==> config.mk <==
export PLATFORM = sky130hd
export DESIGN_NAME = copcom_endpoint_flat
export DESIGN_NICKNAME = d
export VERILOG_FILES = /design/src/rtl/copcom_pkg.sv /design/src/rtl/copcom_if.sv /design/src/rtl/copcom_fifo.sv /design/src/rtl/copcom_endpoint.sv /design/src/flat_wrapper.sv
export SDC_FILE = /design/constraint.sdc
export NUM_CORES = 1
export LEC_CHECK = 0
export CAP_MARGIN = 20
export CORE_ASPECT_RATIO = 1.25
export CORE_MARGIN = 4
export CORE_UTILIZATION = 55
export DETAILED_ROUTE_END_ITERATION = 16
export PLACE_DENSITY = 0.78
export SKIP_CTS_REPAIR_TIMING = 1
export SLEW_MARGIN = 20
export SYNTH_ARGS = -nofsm -noshare
export SYNTH_HDL_FRONTEND = slang
export SYNTH_SLANG_ARGS = --single-unit
==> constraint.sdc <==
create_clock -name clk -period 5.8 [get_ports clk]
set_clock_uncertainty 0.05 [all_clocks]
set_input_delay 1.74 -clock clk [delete_from_list [all_inputs] [get_ports clk]]
set_output_delay 1.74 -clock clk [all_outputs]
set_load 0.02 [all_outputs]
==> src/rtl/copcom_pkg.sv <==
// Shared constants, command/status bit positions, CRC FSM states and a CRC
// bit-step helper for the COPCOM endpoint.
package copcom_pkg;

  localparam int unsigned BYTE_W       = 8;
  localparam int unsigned CRC_W        = 16;
  localparam int unsigned WRSTAT_CNT_W = 5;

  localparam logic [CRC_W-1:0] CRC_POLY_DEF = 16'h1021;
  localparam logic [CRC_W-1:0] CRC_SEED_DEF = 16'hFFFF;

  // Command register bit indices
  localparam int unsigned CRCEN_LOAD = 0;
  localparam int unsigned CRCEN_PROC = 1;
  localparam int unsigned CRCEN_TWO  = 2;
  localparam int unsigned WREN_PUSH  = 0;
  localparam int unsigned WREN_SEND  = 1;
  localparam int unsigned RDEN_POP   = 0;
  localparam int unsigned CLR        = 7;

  // Status register bit positions
  localparam int unsigned CRCSTAT_BUSY   = 0;
  localparam int unsigned CRCSTAT_DONE   = 1;
  localparam int unsigned WRSTAT_SENDING = 5;
  localparam int unsigned WRSTAT_OVF     = 6;
  localparam int unsigned WRSTAT_UNR     = 7;
  localparam int unsigned RDSTAT_EMPTY   = 0;
  localparam int unsigned RDSTAT_FULL    = 1;
  localparam int unsigned RDSTAT_UDF     = 2;

  typedef enum logic [1:0] {
    CRC_IDLE   = 2'd0,
    CRC_SHIFT1 = 2'd1,
    CRC_SHIFT2 = 2'd2
  } crc_state_e;

  // One MSB-first CRC step for a single data bit
  function automatic logic [CRC_W-1:0] crc_bit(input logic [CRC_W-1:0] crc,
                                               input logic             din,
                                               input logic [CRC_W-1:0] poly);
    return {crc[CRC_W-2:0], 1'b0} ^ ((crc[CRC_W-1] ^ din) ? poly : '0);
  endfunction

endpackage

==> src/rtl/copcom_if.sv <==
// COPCOM register set plus the outbound/inbound byte streams, as seen between
// the MMI bridge side (master) and the endpoint (slave).
interface copcom_if;
  import copcom_pkg::*;

  logic [BYTE_W-1:0] COPCRCEN;
  logic [BYTE_W-1:0] COPCRCINIT1;
  logic [BYTE_W-1:0] COPCRCINIT2;
  logic [BYTE_W-1:0] COPCRCI1;
  logic [BYTE_W-1:0] COPCRCI2;
  logic [BYTE_W-1:0] COPWR;
  logic [BYTE_W-1:0] COPWREN;
  logic [BYTE_W-1:0] COPWRLN;
  logic [BYTE_W-1:0] COPRDEN;
  logic [BYTE_W-1:0] COPCRCSTAT;
  logic [BYTE_W-1:0] COPCRCO1;
  logic [BYTE_W-1:0] COPCRCO2;
  logic [BYTE_W-1:0] COPWRSTAT;
  logic [BYTE_W-1:0] COPRD;
  logic [BYTE_W-1:0] COPRDLN;
  logic [BYTE_W-1:0] COPRDSTAT;
  logic [BYTE_W-1:0] tx_data;
  logic              tx_valid;
  logic              tx_ready;
  logic [BYTE_W-1:0] rx_data;
  logic              rx_valid;
  logic              rx_ready;

  modport master (
    output COPCRCEN, COPCRCINIT1, COPCRCINIT2, COPCRCI1, COPCRCI2,
           COPWR, COPWREN, COPWRLN, COPRDEN, tx_ready, rx_data, rx_valid,
    input  COPCRCSTAT, COPCRCO1, COPCRCO2, COPWRSTAT, COPRD, COPRDLN,
           COPRDSTAT, tx_data, tx_valid, rx_ready
  );

  modport slave (
    input  COPCRCEN, COPCRCINIT1, COPCRCINIT2, COPCRCI1, COPCRCI2,
           COPWR, COPWREN, COPWRLN, COPRDEN, tx_ready, rx_data, rx_valid,
    output COPCRCSTAT, COPCRCO1, COPCRCO2, COPWRSTAT, COPRD, COPRDLN,
           COPRDSTAT, tx_data, tx_valid, rx_ready
  );

endinterface

==> src/rtl/copcom_fifo.sv <==
// Synchronous byte FIFO with first-word fall-through head; head reads 0 when empty.
module copcom_fifo
  import copcom_pkg::*;
#(
  parameter int unsigned DEPTH = 16
) (
  input  logic                         clk,
  input  logic                         rst,
  input  logic                         push,
  input  logic                         pop,
  input  logic [BYTE_W-1:0]            wdata,
  output logic [BYTE_W-1:0]            head,
  output logic [$clog2(DEPTH+1)-1:0]   count,
  output logic                         full,
  output logic                         empty
);

  localparam int unsigned PTR_W = (DEPTH > 1) ? $clog2(DEPTH) : 1;
  localparam int unsigned CNT_W = $clog2(DEPTH + 1);

  logic [BYTE_W-1:0] mem [DEPTH];
  logic [PTR_W-1:0]  wr_ptr;
  logic [PTR_W-1:0]  rd_ptr;
  logic              pop_en;
  logic              push_en;

  // A push into a full FIFO only lands if a pop frees a slot in the same cycle
  always_comb begin
    full    = (count == CNT_W'(DEPTH));
    empty   = (count == '0);
    pop_en  = pop & ~empty;
    push_en = push & (~full | pop_en);
    head    = empty ? '0 : mem[rd_ptr];
  end

  always_ff @(posedge clk) begin
    if (push_en) mem[wr_ptr] <= wdata;
  end

  always_ff @(posedge clk) begin
    if (rst) begin
      wr_ptr <= '0;
      rd_ptr <= '0;
      count  <= '0;
    end else begin
      if (push_en) wr_ptr <= wr_ptr + PTR_W'(1);
      if (pop_en)  rd_ptr <= rd_ptr + PTR_W'(1);
      count <= count + CNT_W'(push_en) - CNT_W'(pop_en);
    end
  end

endmodule

==> src/rtl/copcom_endpoint.sv <==
// COPCOM endpoint: CRC-16 engine, TX FIFO drained onto a byte stream, and RX
// FIFO filled from a byte stream, all driven by rising edges of command bits.
module copcom_endpoint
  import copcom_pkg::*;
#(
  parameter int unsigned      FIFO_DEPTH   = 16,
  parameter logic [CRC_W-1:0] CRC_POLY     = CRC_POLY_DEF,
  parameter logic [CRC_W-1:0] CRC_SEED_RST = CRC_SEED_DEF
) (
  input  logic     clk,
  input  logic     rst,
  copcom_if.slave  bus
);

  localparam int unsigned CNT_W = $clog2(FIFO_DEPTH + 1);

  logic [BYTE_W-1:0] crcen_prev, wren_prev, rden_prev;
  logic [BYTE_W-1:0] crcen_rise, wren_rise, rden_rise;
  logic              unused_bits;

  // prev follows the inputs every cycle, including during reset
  always_ff @(posedge clk) begin
    crcen_prev <= bus.COPCRCEN;
    wren_prev  <= bus.COPWREN;
    rden_prev  <= bus.COPRDEN;
  end

  assign crcen_rise  = bus.COPCRCEN & ~crcen_prev;
  assign wren_rise   = bus.COPWREN  & ~wren_prev;
  assign rden_rise   = bus.COPRDEN  & ~rden_prev;
  assign unused_bits = ^{crcen_rise[7:3], wren_rise[6:2], rden_rise[6:1]};

  // ---------------- CRC engine ----------------
  crc_state_e        state;
  logic [2:0]        bit_cnt;
  logic [CRC_W-1:0]  crc;
  logic [BYTE_W-1:0] d1, d2;
  logic              two, done, shift_bit;

  assign shift_bit = (state == CRC_SHIFT2) ? d2[3'd7 - bit_cnt] : d1[3'd7 - bit_cnt];

  always_ff @(posedge clk) begin
    if (rst) begin
      state   <= CRC_IDLE;
      bit_cnt <= '0;
      crc     <= CRC_SEED_RST;
      d1      <= '0;
      d2      <= '0;
      two     <= 1'b0;
      done    <= 1'b0;
    end else begin
      case (state)
        CRC_IDLE: begin
          if (crcen_rise[CRCEN_LOAD]) begin
            crc  <= {bus.COPCRCINIT1, bus.COPCRCINIT2};
            done <= 1'b0;
          end else if (crcen_rise[CRCEN_PROC]) begin
            d1      <= bus.COPCRCI1;
            d2      <= bus.COPCRCI2;
            two     <= bus.COPCRCEN[CRCEN_TWO];
            done    <= 1'b0;
            bit_cnt <= '0;
            state   <= CRC_SHIFT1;
          end
        end
        CRC_SHIFT1, CRC_SHIFT2: begin
          crc     <= crc_bit(crc, shift_bit, CRC_POLY);
          bit_cnt <= bit_cnt + 3'd1;
          if (bit_cnt == 3'd7) begin
            if (state == CRC_SHIFT1 && two) begin
              state <= CRC_SHIFT2;
            end else begin
              state <= CRC_IDLE;
              done  <= 1'b1;
            end
          end
        end
        default: state <= CRC_IDLE;
      endcase
    end
  end

  // ---------------- TX path ----------------
  logic [BYTE_W-1:0] tx_head;
  logic [CNT_W-1:0]  tx_count;
  logic              tx_full, tx_empty, tx_push, tx_pop;
  logic              sending, tx_ovf, tx_unr;
  logic [BYTE_W-1:0] tx_len;

  assign bus.tx_valid = sending & ~tx_empty;
  assign bus.tx_data  = tx_head;
  assign tx_pop       = bus.tx_valid & bus.tx_ready;
  assign tx_push      = wren_rise[WREN_PUSH] & (~tx_full | tx_pop);

  copcom_fifo #(.DEPTH(FIFO_DEPTH)) u_tx_fifo (
    .clk   (clk),
    .rst   (rst),
    .push  (tx_push),
    .pop   (tx_pop),
    .wdata (bus.COPWR),
    .head  (tx_head),
    .count (tx_count),
    .full  (tx_full),
    .empty (tx_empty)
  );

  always_ff @(posedge clk) begin
    if (rst) begin
      sending <= 1'b0;
      tx_len  <= '0;
      tx_ovf  <= 1'b0;
      tx_unr  <= 1'b0;
    end else begin
      if (wren_rise[CLR]) begin
        tx_ovf <= 1'b0;
        tx_unr <= 1'b0;
      end
      if (wren_rise[WREN_PUSH] && tx_full && !tx_pop) tx_ovf <= 1'b1;
      if (sending) begin
        if (tx_pop) begin
          tx_len <= tx_len - 8'd1;
          if (tx_len == 8'd1) sending <= 1'b0;
        end
      end else if (wren_rise[WREN_SEND]) begin
        // A send longer than what is buffered is refused up front
        if (bus.COPWRLN == '0 || bus.COPWRLN > BYTE_W'(tx_count)) begin
          tx_unr <= 1'b1;
        end else begin
          sending <= 1'b1;
          tx_len  <= bus.COPWRLN;
        end
      end
    end
  end

  // ---------------- RX path ----------------
  logic [BYTE_W-1:0] rx_head;
  logic [CNT_W-1:0]  rx_count;
  logic              rx_full, rx_empty, rx_push, rx_pop, rx_udf;

  assign bus.rx_ready = ~rx_full;
  assign rx_push      = bus.rx_valid & ~rx_full;
  assign rx_pop       = rden_rise[RDEN_POP] & ~rx_empty;

  copcom_fifo #(.DEPTH(FIFO_DEPTH)) u_rx_fifo (
    .clk   (clk),
    .rst   (rst),
    .push  (rx_push),
    .pop   (rx_pop),
    .wdata (bus.rx_data),
    .head  (rx_head),
    .count (rx_count),
    .full  (rx_full),
    .empty (rx_empty)
  );

  always_ff @(posedge clk) begin
    if (rst) begin
      rx_udf <= 1'b0;
    end else begin
      if (rden_rise[CLR]) rx_udf <= 1'b0;
      if (rden_rise[RDEN_POP] && rx_empty) rx_udf <= 1'b1;
    end
  end

  // ---------------- Status/data registers ----------------
  always_comb begin
    bus.COPCRCSTAT = '0;
    bus.COPWRSTAT  = '0;
    bus.COPRDSTAT  = '0;
    bus.COPCRCSTAT[CRCSTAT_BUSY]          = (state != CRC_IDLE);
    bus.COPCRCSTAT[CRCSTAT_DONE]          = done;
    bus.COPWRSTAT[WRSTAT_CNT_W-1:0]       = WRSTAT_CNT_W'(tx_count);
    bus.COPWRSTAT[WRSTAT_SENDING]         = sending;
    bus.COPWRSTAT[WRSTAT_OVF]             = tx_ovf;
    bus.COPWRSTAT[WRSTAT_UNR]             = tx_unr;
    bus.COPRDSTAT[RDSTAT_EMPTY]           = rx_empty;
    bus.COPRDSTAT[RDSTAT_FULL]            = rx_full;
    bus.COPRDSTAT[RDSTAT_UDF]             = rx_udf;
    bus.COPCRCO1 = crc[15:8];
    bus.COPCRCO2 = crc[7:0];
    bus.COPRD    = rx_head;
    bus.COPRDLN  = BYTE_W'(rx_count);
  end

endmodule

==> src/flat_wrapper.sv <==
// flat-port wrapper written by rule: the top's interface ports become plain ports
module copcom_endpoint_flat import copcom_pkg::*;
#(
  parameter int unsigned      FIFO_DEPTH   = 16,
  parameter logic [CRC_W-1:0] CRC_POLY     = CRC_POLY_DEF,
  parameter logic [CRC_W-1:0] CRC_SEED_RST = CRC_SEED_DEF
)
  (clk, rst, bus_COPCRCEN, bus_COPCRCINIT1, bus_COPCRCINIT2, bus_COPCRCI1, bus_COPCRCI2, bus_COPWR, bus_COPWREN, bus_COPWRLN, bus_COPRDEN, bus_tx_ready, bus_rx_data, bus_rx_valid, bus_COPCRCSTAT, bus_COPCRCO1, bus_COPCRCO2, bus_COPWRSTAT, bus_COPRD, bus_COPRDLN, bus_COPRDSTAT, bus_tx_data, bus_tx_valid, bus_rx_ready);
  copcom_if bus_i ();
  input  logic clk;
  input  logic rst;
  input wire logic [$bits(bus_i.COPCRCEN)-1:0] bus_COPCRCEN;
  input wire logic [$bits(bus_i.COPCRCINIT1)-1:0] bus_COPCRCINIT1;
  input wire logic [$bits(bus_i.COPCRCINIT2)-1:0] bus_COPCRCINIT2;
  input wire logic [$bits(bus_i.COPCRCI1)-1:0] bus_COPCRCI1;
  input wire logic [$bits(bus_i.COPCRCI2)-1:0] bus_COPCRCI2;
  input wire logic [$bits(bus_i.COPWR)-1:0] bus_COPWR;
  input wire logic [$bits(bus_i.COPWREN)-1:0] bus_COPWREN;
  input wire logic [$bits(bus_i.COPWRLN)-1:0] bus_COPWRLN;
  input wire logic [$bits(bus_i.COPRDEN)-1:0] bus_COPRDEN;
  input wire logic [$bits(bus_i.tx_ready)-1:0] bus_tx_ready;
  input wire logic [$bits(bus_i.rx_data)-1:0] bus_rx_data;
  input wire logic [$bits(bus_i.rx_valid)-1:0] bus_rx_valid;
  output wire logic [$bits(bus_i.COPCRCSTAT)-1:0] bus_COPCRCSTAT;
  output wire logic [$bits(bus_i.COPCRCO1)-1:0] bus_COPCRCO1;
  output wire logic [$bits(bus_i.COPCRCO2)-1:0] bus_COPCRCO2;
  output wire logic [$bits(bus_i.COPWRSTAT)-1:0] bus_COPWRSTAT;
  output wire logic [$bits(bus_i.COPRD)-1:0] bus_COPRD;
  output wire logic [$bits(bus_i.COPRDLN)-1:0] bus_COPRDLN;
  output wire logic [$bits(bus_i.COPRDSTAT)-1:0] bus_COPRDSTAT;
  output wire logic [$bits(bus_i.tx_data)-1:0] bus_tx_data;
  output wire logic [$bits(bus_i.tx_valid)-1:0] bus_tx_valid;
  output wire logic [$bits(bus_i.rx_ready)-1:0] bus_rx_ready;
  assign bus_i.COPCRCEN = bus_COPCRCEN;
  assign bus_i.COPCRCINIT1 = bus_COPCRCINIT1;
  assign bus_i.COPCRCINIT2 = bus_COPCRCINIT2;
  assign bus_i.COPCRCI1 = bus_COPCRCI1;
  assign bus_i.COPCRCI2 = bus_COPCRCI2;
  assign bus_i.COPWR = bus_COPWR;
  assign bus_i.COPWREN = bus_COPWREN;
  assign bus_i.COPWRLN = bus_COPWRLN;
  assign bus_i.COPRDEN = bus_COPRDEN;
  assign bus_i.tx_ready = bus_tx_ready;
  assign bus_i.rx_data = bus_rx_data;
  assign bus_i.rx_valid = bus_rx_valid;
  assign bus_COPCRCSTAT = bus_i.COPCRCSTAT;
  assign bus_COPCRCO1 = bus_i.COPCRCO1;
  assign bus_COPCRCO2 = bus_i.COPCRCO2;
  assign bus_COPWRSTAT = bus_i.COPWRSTAT;
  assign bus_COPRD = bus_i.COPRD;
  assign bus_COPRDLN = bus_i.COPRDLN;
  assign bus_COPRDSTAT = bus_i.COPRDSTAT;
  assign bus_tx_data = bus_i.tx_data;
  assign bus_tx_valid = bus_i.tx_valid;
  assign bus_rx_ready = bus_i.rx_ready;
  copcom_endpoint #(.FIFO_DEPTH(FIFO_DEPTH), .CRC_POLY(CRC_POLY), .CRC_SEED_RST(CRC_SEED_RST)) u_core (.clk(clk), .rst(rst), .bus(bus_i));
endmodule
==> reports/metrics.yaml <==
die:
  io_pins: 150
  die_area_um2: 29200
  coreArea_um2: 26100
  die_h_um: 190
  initial_utilization_pct: 55.8
  rows: 66
  die_w_um: 154
drt:
  viasPerCell: 5.68
  firstDrtPassIters: 4
  drt-total-wl_um: 28600
  drt_iter0_drc: 545
  ant_nets: 0
  avgRoutedWirePerCell_um: 20.1
  drc: 0
  vias: 8083
outcome:
  status: "complete, no violations"
final_layout:
  area_delta_synth_final_pct: 17.3
  diodes: 0
  final_nets: 1177
  drive_gt1_share_pct: 14.0
  finalInstanceArea_um2: 17100
  fillers: 1804
clock_tree:
  clkLatencyLatePin_ns: 0.51
  htreeDepth: 2
  cts_root_buffer: "clkbuf_16"
  cts_inserted_buffers: 36
  clkTransAtPathRegs_ns: 0.06
  cts_tree: "yes"
  clock_sinks: 348
  cts_buffer_depth: 3
synth:
  synth_top_area_cell: "edfxtp_1"
  syn_inst: 942
  synth_top_area_share_pct: 52.7
  synthTopCellsByArea: "edfxtp_1, mux4_2, dfxtp_1"
  ys_types: 60
  syn_avg_cell_area_um2: 15.5
  async_flop_share_pct: 0
  yosysWarnings: 0
  ys_seq_area_share_pct: 65.4
  ys_ff_latch: 348
  ys.flop_type: "edfxtp_1"
  synth-edff-count: 256
  synth_area_um2: 14600
critical_path:
  crit_buf_inv: 2
  critPathArrivalTime_ns: 3.29
  end_kind: "output port"
  cp-start-kind: "flop"
  max_stage_delay_ns: 0.73
  crit_family: "multiplexers"
  cp_cell_sequence: "buf_12 -> mux4_2 -> mux4_2 -> nor2b_1 -> clkdlybuf4s50_1"
  path_common_cell: "mux4_2"
  cp.required_ns: 4.01
  crit_fanout: 17
  slowest_stage: "dfxtp_2"
  crit_type: "flop to output port"
timing:
  maxSlewViolCount: 0
  hold_viol_final: 0
  fin_crit_sh_pct: 87.7
  timing.final.crit_period_ns: 5.08
  max_slew.worst_pin.slew_ns: 1.03
  fmax_mhz: 197
  max_slew_margin_pct: 31.3
  rsz0062_at_grt: "no"
  finalSetupViolCount: 0
  fin_setup_tns_ns: 0
power:
  total_leakage_power_nw: 5.71
  power.density_nw_per_um2: 362
  vdd_drop_max_uv: 326
place:
  place_congestion: 0.819
  place_hpwl_um: 18900
  port-buffer-count: 119
  post_dp_cell_area_um2: 16000
global_route:
  grt_pass1_wl_um: 45700
  grt_pass1_vias: 8266
  grt_overflow: 0
  grt_max_degree: 47
  grt_antenna_before_repair: 0
  grt_usage_pct: 19.8
flow_run:
  maxCapViolations: 0
worst_hold_path:
  min_path_type: "flop to flop"
flip-flops by register name, summed over array words and instances (netlist names), 5 cells and up, named ones only:
signal and flops:
u_core.u_rx_fifo.mem 128, u_core.u_rx_fifo.count 5, u_core.tx_len 8, u_core.crc 16, u_core.d2 8, u_core.u_tx_fifo.mem 128
u_core.u_tx_fifo.count 5, u_core.d1 8
synthesized netlist by cell type, drive strengths merged (25+ instances only):
| cell | count |
|---|---|
| a21oi | 44 |
| buf | 39 |
| clkbuf | 26 |
| dfxtp | 92 |
| edfxtp | 256 |
| ha | 35 |
| inv | 28 |
| mux2i | 25 |
| mux4 | 82 |
| nand2 | 65 |
| nor2 | 67 |
| nor2b | 30 |
worst reg2reg max path, cell delays in order (launching register included):
cell and delay [ns]:
dfxtp_1 0.35, inv_1 0.12, ha_1 0.18, nor4b_4 0.52
or2_2 0.33, inv_2 0.14, ha_1 0.30, inv_1 0.04
ha_1 0.20, fa_1 0.42, a21oi_1 0.17, nor2_1 0.07
or3_1 0.34, a21oi_1 0.14
path summary, 6_finish.rpt:
check,startpoint,endpoint,slack [ns],cells after the start
worst min-delay path,u_core.tx_unr,u_core.tx_unr,0.40,2
worst max-delay path,flop,bus_tx_data[7],0.72,5
worst max register to register,u_core.u_tx_fifo.count[3],u_core.u_tx_fifo.count[4],2.37,13
worst min register to register,u_core.tx_unr,u_core.tx_unr,0.40,2
cells in the final DEF, fill, tap and decap left out, types with 3 or more instances in the layout:
cell type / count
ha_1: 35
clkdlybuf4s50_1: 118
a211o_1: 14
xnor2_1: 9
clkinv_1: 3
o21ai_0: 8
a21o_1: 3
nand2_1: 65
nor2_1: 67
buf_4: 8
nor2b_1: 30
edfxtp_1: 256
nand3b_1: 4
clkinv_2: 5
mux4_2: 82
a21oi_1: 44
or4_1: 3
nor3b_1: 3
nor3_1: 11
a31oi_1: 6
nand2b_1: 12
mux2i_1: 25
xor2_1: 11
conb_1: 14
and2_1: 14
nand3_1: 6
and3_1: 6
dfxtp_1: 90
clkbuf_16: 38
or3_1: 3
inv_1: 26
nand4_1: 4
clkbuf_1: 14
logic make-up after synthesis:
group	count (synthesis)	synth area share (%)
adder cells (fa/ha/maj)	37	3.28
other	1	0.0257
AND/OR/NAND/NOR	238	8.11
XOR/XNOR	20	1.20
multiplexers	109	14.5
flip-flops	348	65.4
buffers and inverters	94	3.30
AO/OA/AOI/OAI	95	4.16
routing by layer:
| metal | part of all wire [%] | global-route usage (%) |
|---|---|---|
| met5 | 0 | 0 |
| met4 | 2.2 | 5.64 |
| met3 | 5.1 | 3.39 |
| met2 | 54 | 35.3 |
| met1 | 38 | 25.0 |
through the flow:
step                hold WS [ns]  std cells  setup slack (ns)  total power, mW  util [%]
finish                     0.404       1422             0.716             6.18      65.5
global route               0.421       1422             0.533             6.44      65.5
CTS                        0.406       1422             0.628             6.24      65.5
detailed placement         0.399       1358              1.12             4.03      61.2
global placement           0.392       1358              1.14             4.00      61.2
floorplan                  0.386        955              1.83             3.59         -
report_power, final:
| group | total, mW | leakage [nW] | switching, mW | internal (mW) |
|---|---|---|---|---|
| Sequential | 2.85 | 3.06 | 0.0864 | 2.77 |
| Clock | 2.20 | 0.549 | 0.906 | 1.30 |
| Combinational | 1.13 | 2.10 | 0.581 | 0.546 |
| Total | 6.18 | 5.71 | 1.57 | 4.61 |
area by class of cell:
class	instances	area (µm²)	share of cell area (%)
flip-flops and latches	348	9530	55.7
multi-input cells	513	4630	27.1
repair buffers	129	1290	7.52
clock buffers	52	1000	5.87
well taps	340	425	2.49
clock inverters	12	121	0.710
inverters	28	105	0.615
No activity file was read; power rests on OpenSTA's default activity.
